**config.mk**
```make
export PLATFORM = sky130hd
export DESIGN_NAME = uart_rx_framer
export DESIGN_NICKNAME = d
export VERILOG_FILES = /design/src/rtl/uart_rx_framer.sv
export SDC_FILE = /design/constraint.sdc
export NUM_CORES = 1
export LEC_CHECK = 0
export BUFFER_PORTS_ARGS = -buffer_cell sky130_fd_sc_hd__buf_2
export CAP_MARGIN = 20
export CORE_MARGIN = 4
export CORE_UTILIZATION = 55
export CTS_BUF_LIST = sky130_fd_sc_hd__clkbuf_2 sky130_fd_sc_hd__clkbuf_4 sky130_fd_sc_hd__clkbuf_8
export DETAILED_ROUTE_END_ITERATION = 10
export GPL_ROUTABILITY_DRIVEN = 0
export PLACE_DENSITY = 0.82
export SLEW_MARGIN = 30
export SYNTH_ARGS = -nofsm -noshare
export SYNTH_HDL_FRONTEND = slang
export SYNTH_SLANG_ARGS = --single-unit
```
**constraint.sdc**
```tcl
create_clock -name clk_i -period 1.92 [get_ports clk_i]
set_input_delay 0.384 -clock clk_i [delete_from_list [all_inputs] [get_ports clk_i]]
set_output_delay 0.384 -clock clk_i [all_outputs]
set_load 0.05 [all_outputs]
```
**src/rtl/uart_rx_framer.sv**
```systemverilog
// UART 8N1 receiver: oversampled bit timing with 3-sample majority vote,
// start-glitch rejection, framing-error and overrun pulses, and a single
// valid/ready holding register on the output.
module uart_rx_framer #(
  parameter int CLK_HZ     = 40000000,
  parameter int BAUD       = 115200,
  parameter int OVERSAMPLE = 16,
  parameter int DIV        = (CLK_HZ + BAUD * OVERSAMPLE / 2) / (BAUD * OVERSAMPLE)
) (
  input  logic       clk_i,
  input  logic       reset_i,
  input  logic       rx_i,
  output logic [7:0] data_o,
  output logic       valid_o,
  input  logic       ready_i,
  output logic       frame_err_o,
  output logic       overrun_o,
  output logic       busy_o
);

  localparam int DIV_W = (DIV > 1) ? $clog2(DIV) : 1;
  localparam int TC_W  = $clog2(OVERSAMPLE);

  localparam logic [DIV_W-1:0] DIV_LAST = DIV_W'(DIV - 1);
  localparam logic [TC_W-1:0]  TC_LAST  = TC_W'(OVERSAMPLE - 1);
  // Tick n of a bit is the tick that brings tick_cnt to n; the three
  // samples straddle the bit centre at OVERSAMPLE/2.
  localparam logic [TC_W-1:0]  TC_S0    = TC_W'(OVERSAMPLE / 2 - 1);
  localparam logic [TC_W-1:0]  TC_S1    = TC_W'(OVERSAMPLE / 2);
  localparam logic [TC_W-1:0]  TC_S2    = TC_W'(OVERSAMPLE / 2 + 1);

  typedef enum logic [1:0] {IDLE, START, DATA, STOP} state_t;

  state_t           state;
  state_t           state_nxt;
  logic             sync1;
  logic             rx_s;
  logic             rx_prev;
  logic [DIV_W-1:0] div_cnt;
  logic [TC_W-1:0]  tick_cnt;
  logic [TC_W-1:0]  tick_nxt;
  logic [2:0]       bit_idx;
  logic [7:0]       shreg;
  logic             s0;
  logic             s1;
  logic             fall;
  logic             tick;
  logic             decide;
  logic             maj;
  logic             good;
  logic             bad;

  assign fall     = rx_prev & ~rx_s;
  assign tick     = (state != IDLE) && (div_cnt == DIV_LAST);
  assign tick_nxt = (tick_cnt == TC_LAST) ? '0 : tick_cnt + 1'b1;
  assign decide   = tick && (tick_nxt == TC_S2);
  assign maj      = (s0 & s1) | (s0 & rx_s) | (s1 & rx_s);
  assign good     = (state == STOP) && decide && maj;
  assign bad      = (state == STOP) && decide && !maj;
  assign busy_o   = (state != IDLE);

  // Two-flop synchroniser plus one delayed copy for falling-edge detection.
  always_ff @(posedge clk_i or negedge reset_i) begin
    if (!reset_i) begin
      sync1   <= 1'b1;
      rx_s    <= 1'b1;
      rx_prev <= 1'b1;
    end else begin
      sync1   <= rx_i;
      rx_s    <= sync1;
      rx_prev <= rx_s;
    end
  end

  // Tick divider and per-bit tick counter; both parked at zero while idle so
  // a frame always starts timing from the detected start edge.
  always_ff @(posedge clk_i or negedge reset_i) begin
    if (!reset_i) begin
      div_cnt  <= '0;
      tick_cnt <= '0;
    end else if (state == IDLE) begin
      div_cnt  <= '0;
      tick_cnt <= '0;
    end else begin
      div_cnt <= tick ? '0 : div_cnt + 1'b1;
      if (tick) tick_cnt <= tick_nxt;
    end
  end

  // Capture the first two majority samples; the third is rx_s at decision.
  always_ff @(posedge clk_i or negedge reset_i) begin
    if (!reset_i) begin
      s0 <= 1'b0;
      s1 <= 1'b0;
    end else begin
      if (tick && (tick_nxt == TC_S0)) s0 <= rx_s;
      if (tick && (tick_nxt == TC_S1)) s1 <= rx_s;
    end
  end

  // Data bits shift in LSB first; bit_idx saturates at 7.
  always_ff @(posedge clk_i or negedge reset_i) begin
    if (!reset_i) begin
      bit_idx <= '0;
      shreg   <= '0;
    end else if (state != DATA) begin
      bit_idx <= '0;
    end else if (decide) begin
      shreg <= {maj, shreg[7:1]};
      if (bit_idx != 3'd7) bit_idx <= bit_idx + 3'd1;
    end
  end

  // Frame state register.
  always_ff @(posedge clk_i or negedge reset_i) begin
    if (!reset_i) state <= IDLE;
    else          state <= state_nxt;
  end

  // Frame sequencing; STOP is left at mid-stop-bit so back-to-back frames work.
  always_comb begin
    state_nxt = state;
    case (state)
      IDLE:  if (fall) state_nxt = START;
      START: if (decide) state_nxt = maj ? IDLE : DATA;
      DATA:  if (decide && (bit_idx == 3'd7)) state_nxt = STOP;
      STOP:  if (decide) state_nxt = IDLE;
      default: state_nxt = IDLE;
    endcase
  end

  // Output holding register with overrun and framing-error pulses.
  always_ff @(posedge clk_i or negedge reset_i) begin
    if (!reset_i) begin
      data_o      <= '0;
      valid_o     <= 1'b0;
      frame_err_o <= 1'b0;
      overrun_o   <= 1'b0;
    end else begin
      frame_err_o <= bad;
      overrun_o   <= good && valid_o && !ready_i;
      if (good && (!valid_o || ready_i)) begin
        data_o  <= shreg;
        valid_o <= 1'b1;
      end else if (valid_o && ready_i) begin
        valid_o <= 1'b0;
      end
    end
  end

endmodule

```
## Yosys cells after proc, flatten, opt, wreduce, memory -nomap -nowiden

Index checks and enable logic that the tools add are counted.

- Flip-flop bits (word level): 38
- Bits of input ports: 4
- Output and inout bits: 12

- $add $sub $neg: 3
- Equality and inequality tests: 15
- Multiplexer cells: 16
- Bitwise logic cells: 8
- Reduce and logical (&&, ||, !) cells: 25

Operators with widths:

| cell | number |
|---|---|
| $eq 4x4->1 const B | 3 |
| $logic_and 1x1->1 | 12 |
| $mux 4 | 3 |
| $mux 2 | 5 |
| $mux 5 | 2 |
| $ne 2x2->1 const B | 5 |
| $reduce_bool 2->1 | 5 |
| $mux 3 | 3 |
| $pmux 2 s4 | 1 |
| $add 5x1->5 const B | 1 |
| $eq 5x5->1 const B | 1 |
| $add 4x1->4 const B | 1 |
| $and 1x1->1 | 4 |
| $eq 2x2->1 const B | 2 |
| $eq 4x3->1 const B | 1 |
| $reduce_and 2->1 | 2 |
| $reduce_and 4->1 | 1 |
| $add 3x1->3 const B | 1 |
| $eq 3x3->1 const B | 1 |
| $logic_not 1->1 | 3 |
| $ne 3x3->1 const B | 1 |
| $eq 2x1->1 const B | 1 |
| $logic_not 2->1 | 1 |
| $mux 1 | 2 |
| other kinds (3) | 5 |

## Longest topological paths before layout

Gate-level depths: netlist of the first run.

- Depth after elaboration: 8
- Gate-level depth with buffers: 6
- Mapped depth without buffers: 6

## Worst setup path before layout of the first run

No wires, ideal clock.

- Kind: register -> register
- Start: register tick_cnt[0]
- End: register shreg[0]
- Library setup time: 125 ps
- Arrival time: 1923 ps
- Slack: -127 ps
- Stages on the path, launching flop included: 6
- Buffers on the path: 0
- Period minus slack after synthesis: 2047 ps
- Cell sequence: dfrtp_1 ha_1 xnor2_1 and4_4 nor3b_4 mux2_2

- Word-level cells in the longest chain between the ends: 5
- Elaborated cells on any way between the ends: 6
- Classes of those cells: add/sub: 1; eq/ne: 2; mux: 1; reduce/logical: 2

Ends and longest elaborated chain:

| element | RTL line | RTL |
|---|---|---|
| start: declaration | 40 | `logic [TC_W-1:0] tick_cnt;` |
| start signal: assignment | 86 | `if (tick) tick_cnt <= tick_nxt;` |
| $add 4x1->4 / $eq 4x4->1 (equally long branches) | 55 | `assign tick_nxt = (tick_cnt == TC_LAST) ? '0 : tick_cnt + 1'b1;` |
| $mux 4 * | 55 |  |
| $eq 4x4->1 * | 56 | `assign decide = tick && (tick_nxt == TC_S2);` |
| $logic_and 1x1->1 * | 56 |  |
| $reduce_and 2->1 (no source line) * | - |  |
| end signal: assignment | 109 | `shreg <= {maj, shreg[7:1]};` |
| end: declaration | 43 | `logic [7:0] shreg;` |

Mark *: on every way between the ends. The rest lies on a longest branch, timed or not.
A chain may end at the register's enable or synchronous reset.

## Final worst setup path of the first run

- Start: register div_cnt[1]
- End: register shreg[0]

- Word-level cells in the longest chain between the ends: 4

Ends and longest elaborated chain:

| element | RTL line | RTL |
|---|---|---|
| start: declaration | 39 | `logic [DIV_W-1:0] div_cnt;` |
| start signal: assignment | 85 | `div_cnt <= tick ? '0 : div_cnt + 1'b1;` |
| $eq 5x5->1 | 54 | `assign tick = (state != IDLE) && (div_cnt == DIV_LAST);` |
| $logic_and 1x1->1 | 54 |  |
| $logic_and 1x1->1 | 56 |  |
| $reduce_and 2->1 (no source line) | - |  |

Every way passes these cells.

==> impl_results.md, run 1 <==
* Setup TNS at -145.3 ps
* Clock power share at 0.246
* P_sw at 0.5412 mW
* CTS clk-pin slew, worst paths at 110 ps
* RSZ-0062 raised after global routing: true
* Die area at 4063 um^2
* Post-synthesis mux area share at 0.1252
* CP Class: reg -> reg
* Final ANT Viol Nets at 0
* Synth area leader: dfrtp_1
* DR vias/cell at 5.894
* Antenna diodes at 0
* Leak pwr at 1.033 nW
* Initial Util at 0.5991
* Register area share after synthesis at 0.5586
* I/O Pins at 16
* Violated checks: setup timing
* Share of the synthesized area in the top cell type at 0.5124
* Synth top area cells: dfrtp_1, mux2_2, ha_1, dfstp_2, o21ai_0
* Total routed wirelength at 3517 um
* Clk buf depth at 2
* Detail Placement HPWL at 2403 um
* Overflow after GRT at 0
* Largest family of logic cells by synthesized area: simple AND/OR/NAND/NOR gates
* Largest net degree at the start of global routing at 39
* WHS at 54.04 ps
* Max cap viols at 0
* Maximum clock rate at 0.5102 GHz
* Min-Delay Path Class: in -> async
* Port Buf Inserts at 15
* Clock Skew at 11.48 ps
* Vias in the first global route at 1264
* DRC marker count from the first detailed-route iteration at 44
* Tcrit/Tclk final at 1.021
* Die Ht at 63.75 um
* Synth warn at 0
* Fraction of synthesized cell area in xor and xnor cells at 0.02050
* TritonCTS buffer count at 5
* Synth Area in Compound Gates at 0.05857
* Root Buffer: clkbuf_4
* Final hold viol count at 0
* Async SR Flop Fraction at 1.000
* R2R Path End: shreg[0]$_DFFE_PN0P_
* First-pass iteration count of the detailed router at 4
* Ys flop type: dfrtp_1
* Num rows at 19
* Post-synthesis simple-gate area fraction at 0.1589
* EDFF count, synth at 0
* Internal power at 1.263 mW
* DRC at 0
* #FFs+latches synth at 38
* R2R depth at 7
* Netlist cell types at 31
* GRT Util Overall at 0.1865
* First-pass GRT wire length at 5885 um
* Status: finished with violations
* Die W at 63.75 um
* Synthesized instance count at 139
* CP Launch Type: flop
* Post-synth top cells: dfrtp_1, mux2_2, nor2_1
* Final WS setup at -39.91 ps
* CTS H-tree depth at 2
* Max-slew violations at 0
* Final setup fails at 8
* R2r startpoint: div_cnt[1]$_DFF_PN0_
* Clk sinks at 38
* Most common cell in the netlist: dfrtp_1
* Nature of the critical path endpoint: flop
* R2R Setup Slk at -40 ps
* Sw Ratio at 0.3000
* Share of cells above drive strength 1 at 0.4091
* Synthesized area at 1709 um^2
* Pwr per Cell Area at 850.5 nW/um^2
* Maximum vdd ir drop at 0.8287 mV
* Initial antenna violation count at 0
* Final nets at 187
* Arrival @ worst endpoint at 2200 ps
* Synth-to-layout area growth at 24.08%
* Worst Max-Slew Pin Slew at 464.4 ps
* Syn Nets at 151
* Clk_lat worst skew at 350 ps
* Core area at 2853 um^2
* Rel. slew slack at 0.6904
* Critical path fanouts, max at 8
* Fin crit period at 1960 ps
* Wire per inst at 16.99 um
* Average cell area after synthesis at 12.30 um^2
* Gate power share at 0.225
* Sequential power share at 0.529
* Critical Path RT at 2160 ps
* CTS tree: built
* Vias at 1220
* Dpl ws at -45.37 ps
* Post-synthesis adder-cell area fraction at 0.06442
-- worst max path at each step --
stage / startpoint / to / slack [ps] / cells past startpoint
finish: div_cnt[1]$_DFF_PN0_ / shreg[0]$_DFFE_PN0P_ / -40 / 7
CTS: div_cnt[1]$_DFF_PN0_ / shreg[6]$_DFFE_PN0P_ / -20 / 7
detailed placement: div_cnt[1]$_DFF_PN0_ / shreg[0]$_DFFE_PN0P_ / -50 / 7
global placement: div_cnt[1]$_DFF_PN0_ / shreg[5]$_DFFE_PN0P_ / 10 / 7
global route: div_cnt[1]$_DFF_PN0_ / shreg[1]$_DFFE_PN0P_ / -70 / 7
floorplan: tick_cnt[1]$_DFFE_PN0P_ / shreg[0]$_DFFE_PN0P_ / -30 / 6
-- metrics by stage --
stage | area, um^2 | utilization | cells | power [mW]
floorplan | 1739 | - | 139 | 1.180
global placement | 1957 | 0.6860 | 196 | 1.301
detailed placement | 1957 | 0.6860 | 196 | 1.337
CTS | 2038 | 0.7145 | 204 | 1.788
global route | 2121 | 0.7434 | 207 | 1.932
finish | 2121 | 0.7434 | 207 | 1.804
-- final cells by class --
type,count,area [um^2]
Clock inverter,2,12.51
Clock buffer,6,51.30
Sequential cell,38,954.7
Timing Repair Buffer,30,212.7
Tap cell,31,38.79
Multi-Input combinational cell,95,832.0
Fill cell,178,732.0
Inverter,5,18.77
-- flip-flops by register name, indices dropped and copies added, names as in the netlist, 3 cells and up, named ones only --
| register | cells |
|---|---|
| bit_idx | 3 |
| data_o | 8 |
| div_cnt | 5 |
| shreg | 8 |
| tick_cnt | 4 |
-- cells in the final DEF, fill, tap and decap left out, types with 3 or more instances in the layout --
cell type / count
nand4_1: 4
nor2_1: 10
mux2_4: 16
buf_2: 15
buf_4: 13
inv_1: 3
nand2b_1: 3
dfstp_2: 3
clkbuf_4: 5
ha_1: 5
nand4b_1: 3
o21ai_0: 8
nand2_1: 8
nand3_1: 6
a21oi_1: 4
mux2_2: 3
dfrtp_1: 35
-- power by group through the flow --
stage	combinational (mW)	clock (mW)	sequential [mW]
finish	0.407	0.443	0.954
global route	0.466	0.501	0.966
CTS	0.383	0.455	0.950
detailed placement	0.372	0	0.965
global placement	0.340	0	0.961
floorplan	0.213	0	0.968
-- routing by layer --
layer | vias to the layer above | share of wire | track usage
met4 | 0 | 0.0088 | 0.07278
li1 | 566 | - | -
met3 | 4 | 0.046 | 0.06830
met5 | - | 0 | 0
met2 | 30 | 0.52 | 0.3051
met1 | 620 | 0.42 | 0.2254
-- worst max-delay path, stage by stage (launching register included) --
cell,delay [ps]
dfrtp_1,400
inv_1,70
ha_2,180
and4b_2,270
and4_4,220
nor3b_4,220
buf_12,170
mux2_4,310
-- cells by family after synthesis --
kind of cell	after synthesis
AOI/OAI and AO/OA	17
xor gates and xnor gates	4
adders and majority gates	9
buffers and inverters	6
DFF	38
muxes	19
and+or+nand+nor	46
-- timing repair --
item | 4_1_cts | 5_1_grt
gates resized for setup | 7 | 15
setup buffers | 0 | 3
pin swaps | 2 | 3
hold buffers | 0 | 0
endpoints found under the setup margin | 16 | 17
Note: power is estimated with default switching activity, not from simulation.
==> run 2: changes to the inputs <==
HOLD_SLACK_MARGIN = 0.1   (was default)
PLACE_DENSITY = default   (was 0.82)
PLACE_DENSITY_LB_ADDON = 0.25   (was default)
==> run 2 against run 1 <==
  * The flow still finishes with violations (setup timing)
  * Clock skew fell by 7.2 ps
  * Worst hold slack better by 77 ps
  * Die area unchanged
  * Final cell count grew 1.4%
  * Critical path depth decreased by 1
  * Non-clock buffer count up 3
  * Power is 17% higher
  * Global-route usage shrank 0.26 points
  * First-iteration DRC count rose by 120%
  * Via count grew 2.2%
  * Clock power up 58%
==> impl_results.md, run 2 (synthesized netlist as in run 1, its figures left out) <==
* TritonCTS buffer count at 5
* Placed cells at 196
* Largest net degree at the start of global routing at 39
* Initial Util at 0.5991
* Total routed wirelength at 3502 um
* Final hold viol count at 0
* Num rows at 19
* Internal power at 1.561 mW
* Clk buf depth at 2
* Post-route cell area at 2201 um^2
* Share of cells above drive strength 1 at 0.4134
* Nature of the critical path endpoint: flop
* Port Buf Inserts at 15
* DRC at 0
* DR vias/cell at 5.938
* DRC marker count from the first detailed-route iteration at 95
* Violated checks: setup timing
* Min-Delay Path Class: in -> reg
* Rel. slew slack at 0.6948
* Max cap viols at 0
* Final core utilization at 0.7715
* RSZ-0062 raised after global routing: true
* Sequential power share at 0.452
* First-pass iteration count of the detailed router at 5
* Clk sinks at 38
* Final WS setup at -5.238 ps
* GRT Util Overall at 0.1839
* Max-slew violations at 0
* Die area at 4063 um^2
* Root Buffer: clkbuf_4
* CTS H-tree depth at 2
* WHS at 131.0 ps
* Synth-to-layout area growth at 28.77%
* Initial antenna violation count at 0
* Layout Cells excl Fill at 210
* Top Registers: data_o: 8 flops, shreg: 8 flops, div_cnt: 5 flops
* Arrival @ worst endpoint at 2160 ps
* Final ANT Viol Nets at 0
* Worst Max-Slew Pin Slew at 457.8 ps
* Sw Ratio at 0.2614
* Vias in the first global route at 1285
* Clock power share at 0.332
* Placed Area at 1957 um^2
* Critical path fanouts, max at 8
* I/O Pins at 16
* Leak pwr at 1.069 nW
* Commonest non-fill, non-tap cell in the layout: dfrtp_1
* First-pass GRT wire length at 5775 um
* CTS clk-pin slew, worst paths at 110 ps
* Pwr per Cell Area at 960.5 nW/um^2
* CP Class: reg -> reg
* P_sw at 0.5526 mW
* Overflow after GRT at 0
* CP Launch Type: flop
* Maximum vdd ir drop at 0.8226 mV
* Core area at 2853 um^2
* Die Ht at 63.75 um
* Most frequent cells in the layout: dfrtp_1, buf_2, buf_4
* Die W at 63.75 um
* Wire per inst at 16.68 um
* Maximum clock rate at 0.5194 GHz
* Dpl ws at -70.67 ps
* Antenna diodes at 0
* Final nets at 190
* Clk_lat worst skew at 340 ps
* Clock Skew at 4.297 ps
* Gate power share at 0.216
* Status: finished with violations
* Critical Path RT at 2160 ps
* Tcrit/Tclk final at 1.003
* Fin crit period at 1925 ps
* CTS tree: built
* Vias at 1247
* Detail Placement HPWL at 2337 um
* Final setup fails at 4
run 2: cell types whose count changed in the layout (fill, tap and decap cells not counted), sizes merged:
cell / change
clkinvlp: -1
clkinv: -1
bufinv: +2
dlygate4sd3: +1
buf: +2
run 2: routing by layer:
metal	routed length, um	global-route usage	up-vias
met2	1814	0.3233	43
met5	0	0	-
li1	-	-	580
met4	65	0.05930	0
met3	174	0.06130	7
met1	1447	0.2118	617
run 2: layout make-up:
class / instances / area, um^2
Multi-Input combinational cell: 95 / 838.3
Fill cell: 162 / 651.9
Inverter: 5 / 18.77
Sequential cell: 38 / 955.9
Timing Repair Buffer: 33 / 237.7
Tap cell: 31 / 38.79
Clock buffer: 6 / 51.30
Clock inverter: 2 / 60.06
run 2: worst paths after layout:
path | start | end | slack (ps) | depth (start not counted)
min in group asynchronous | reset_i | bit_idx[1]$_DFFE_PN0P_ | 600 | 3
min reg2reg | sync1$_DFF_PN1_ | rx_s$_DFF_PN1_ | 370 | 0
max reg2reg | tick_cnt[1]$_DFFE_PN0P_ | shreg[5]$_DFFE_PN0P_ | -5 | 6
max in group asynchronous | reset_i | sync1$_DFF_PN1_ | 970 | 3
max | tick_cnt[1]$_DFFE_PN0P_ | shreg[5]$_DFFE_PN0P_ | -5 | 6
min | rx_i | sync1$_DFF_PN1_ | 130 | 1
run 2: power by group through the flow:
stage                     clock network, mW  registers [mW]  logic (mW)
after detailed placement                  0           0.968       0.385
after global placement                    0           0.959       0.355
final                                 0.702           0.956       0.456
after floorplan                           0           0.968       0.213
after CTS                             0.717           0.953       0.399
after global routing                  0.762           0.968       0.507
run 2: what timing repair did:
action,in CTS,in global routing
pin swaps,3,4
resized for setup,4,17
setup endpoints to repair,17,17
buffers inserted,1,4
hold buffers,1,0
endpoints found under the hold margin,35,0
run 2: metrics by stage:
| step | power [mW] | setup TNS (ps) |
|---|---|---|
| 2_1_floorplan | 1.180 | -191.9 |
| 3_5_place_dp | 1.354 | -860.6 |
| 5_1_grt | 2.236 | -609.7 |
| 3_3_place_gp | 1.314 | 0 |
| 4_1_cts | 2.068 | -4.652 |
| 6_report | 2.114 | -15.07 |
run 2: worst max-delay path: stages (launching register included):
cell	delay (ps)
dfrtp_2	460
ha_4	200
nand2b_4	150
o211a_4	290
nor3b_4	240
buf_12	170
mux2_4	300
==> run 3: changes to the inputs <==
SKIP_LAST_GASP = 1   (was default)
==> run 3 against run 2 <==
  * The flow still finishes with violations (setup timing)
  * Power barely moved
  * Register-to-register slack barely moved
  * Routed wire length rose by 1.9%
  * Via count fell by 0.48%
  * Non-clock buffer count did not move
  * Die area did not move
  * Sequential cell count did not move
  * Combinational power rose by 0.9%
  * First-iteration DRC count fell by 38%
  * Final cell count did not move
  * Global-route usage did not move
==> impl_results.md, run 3 (synthesized netlist as in run 1, its figures left out) <==
* Critical path fanouts, max at 8
* GRT Util Overall at 0.1839
* Commonest non-fill, non-tap cell in the layout: dfrtp_1
* Wire per inst at 16.99 um
* DRC at 0
* CTS clk-pin slew, worst paths at 110 ps
* Overflow after GRT at 0
* Most frequent cells in the layout: dfrtp_1, buf_2, buf_4
* Largest net degree at the start of global routing at 39
* CP Launch Type: flop
* CP Class: reg -> reg
* DRC marker count from the first detailed-route iteration at 59
* Share of cells above drive strength 1 at 0.4134
* R2R depth at 6
* Min-Delay Path Class: in -> reg
* Hold Crit Endpoint: sync1$_DFF_PN1_
* Port Buf Inserts at 15
* Die W at 63.75 um
* Violated checks: setup timing
* I/O Pins at 16
* Synth-to-layout area growth at 28.33%
* RSZ-0062 raised after global routing: true
* First-pass iteration count of the detailed router at 4
* First-pass GRT wire length at 5775 um
* Final WS setup at -20.01 ps
* Hold path cells at 1
* Final nets at 190
* Final ANT Viol Nets at 0
* Clock power share at 0.331
* CTS H-tree depth at 2
* Status: finished with violations
* Tcrit/Tclk final at 1.010
* Internal power at 1.564 mW
* Sequential power share at 0.452
* Max cap viols at 0
* DR vias/cell at 5.910
* Gate power share at 0.218
* Hold path start: rx_i
* Clk sinks at 38
* Sw Ratio at 0.2606
* TritonCTS buffer count at 5
* Clk buf depth at 2
* CTS tree: built
* Max-slew violations at 0
* Worst Max-Slew Pin Slew at 459.3 ps
* Final setup fails at 6
* Dpl ws at -70.67 ps
* Fill cells at 165
* Clock Skew at 2.662 ps
* Pwr per Cell Area at 964.1 nW/um^2
* Nature of the critical path endpoint: flop
* Final hold viol count at 0
* Clk_lat worst skew at 340 ps
* R2R Path End: data_o[4]$_DFFE_PN0P_
* Root Buffer: clkbuf_4
* Num rows at 19
* Antenna diodes at 0
* Critical Path RT at 2150 ps
* Die area at 4063 um^2
* Initial antenna violation count at 0
* Die Ht at 63.75 um
* R2r startpoint: tick_cnt[1]$_DFFE_PN0P_
* Rel. slew slack at 0.6938
* R2R Setup Slk at -20 ps
* Arrival @ worst endpoint at 2170 ps
* Maximum clock rate at 0.5155 GHz
* Vias at 1241
* Setup TNS at -38.15 ps
* Vias in the first global route at 1285
* Initial Util at 0.5991
* Total power at 2.115 mW
* Total routed wirelength at 3568 um
* P_sw at 0.5510 mW
* Leak pwr at 1.067 nW
* Fin crit period at 1940 ps
* Core area at 2853 um^2
* Maximum vdd ir drop at 0.8225 mV
* Top Registers: data_o: 8 flops, shreg: 8 flops, div_cnt: 5 flops
* Detail Placement HPWL at 2337 um
==> run 3: cell count changes in the layout (fill, tap and decap cells not counted) <==
cell    delta
mux2_4     -2
mux2_2     +2
==> run 3: power groups by stage <==
stage	combinational (mW)	clock [mW]	sequential, mW
finish	0.460	0.699	0.955
global route	0.509	0.762	0.967
global placement	0.355	0	0.959
CTS	0.399	0.717	0.953
detailed placement	0.385	0	0.968
floorplan	0.213	0	0.968
==> run 3: area by class of cell <==
cell class                      count  area, um^2  share of cell area
Tap cell                           31       38.79             0.01768
Clock inverter                      2       60.06             0.02738
Sequential cell                    38       955.9              0.4358
Inverter                            5       18.77            0.008557
Timing Repair Buffer               33       237.7              0.1084
Multi-Input combinational cell     95       830.8              0.3788
Clock buffer                        6       51.30             0.02339
==> run 3: worst max path at each step <==
stage	from	end	slack (ps)	cells past startpoint
floorplan	tick_cnt[1]$_DFFE_PN0P_	shreg[0]$_DFFE_PN0P_	-30	6
global placement	div_cnt[1]$_DFF_PN0_	shreg[5]$_DFFE_PN0P_	9	7
detailed placement	tick_cnt[1]$_DFFE_PN0P_	shreg[0]$_DFFE_PN0P_	-70	6
CTS	tick_cnt[1]$_DFFE_PN0P_	shreg[0]$_DFFE_PN0P_	-5	6
global route	div_cnt[1]$_DFF_PN0_	data_o[4]$_DFFE_PN0P_	-70	7
finish	tick_cnt[1]$_DFFE_PN0P_	data_o[4]$_DFFE_PN0P_	-20	6
==> run 3: what timing repair did <==
action | in CTS | in global routing
setup endpoints to repair | 17 | 17
hold buffers | 1 | 0
resized for setup | 4 | 15
hold endpoints to repair | 35 | 0
buffers inserted | 1 | 4
pin swaps | 3 | 4
==> run 3: metrics by stage <==
stage	utilization	hold WS [ps]	instances	instance area [um^2]
floorplan	-	88.41	139	1739
global placement	0.6860	346.3	196	1957
detailed placement	0.6860	349.3	196	1957
CTS	0.7351	119.4	206	2097
global route	0.7689	101.2	210	2193
finish	0.7689	133.2	210	2193
==> run 3: metal layers <==
metal  GRT usage  up-vias  wire length (um)
li1            -      578                 -
met1      0.2118      615              1433
met2      0.3233       39              1907
met3     0.06130        9               159
met4     0.05930        0                68
met5           0        -                 0
==> run 3: worst max-delay path, cell delays in order, from the launching register on <==
cell     delay, ps
dfrtp_2        460
ha_4           200
xnor2_4        210
nand4_1        190
nor3_4         250
buf_12         160
mux2_2         360
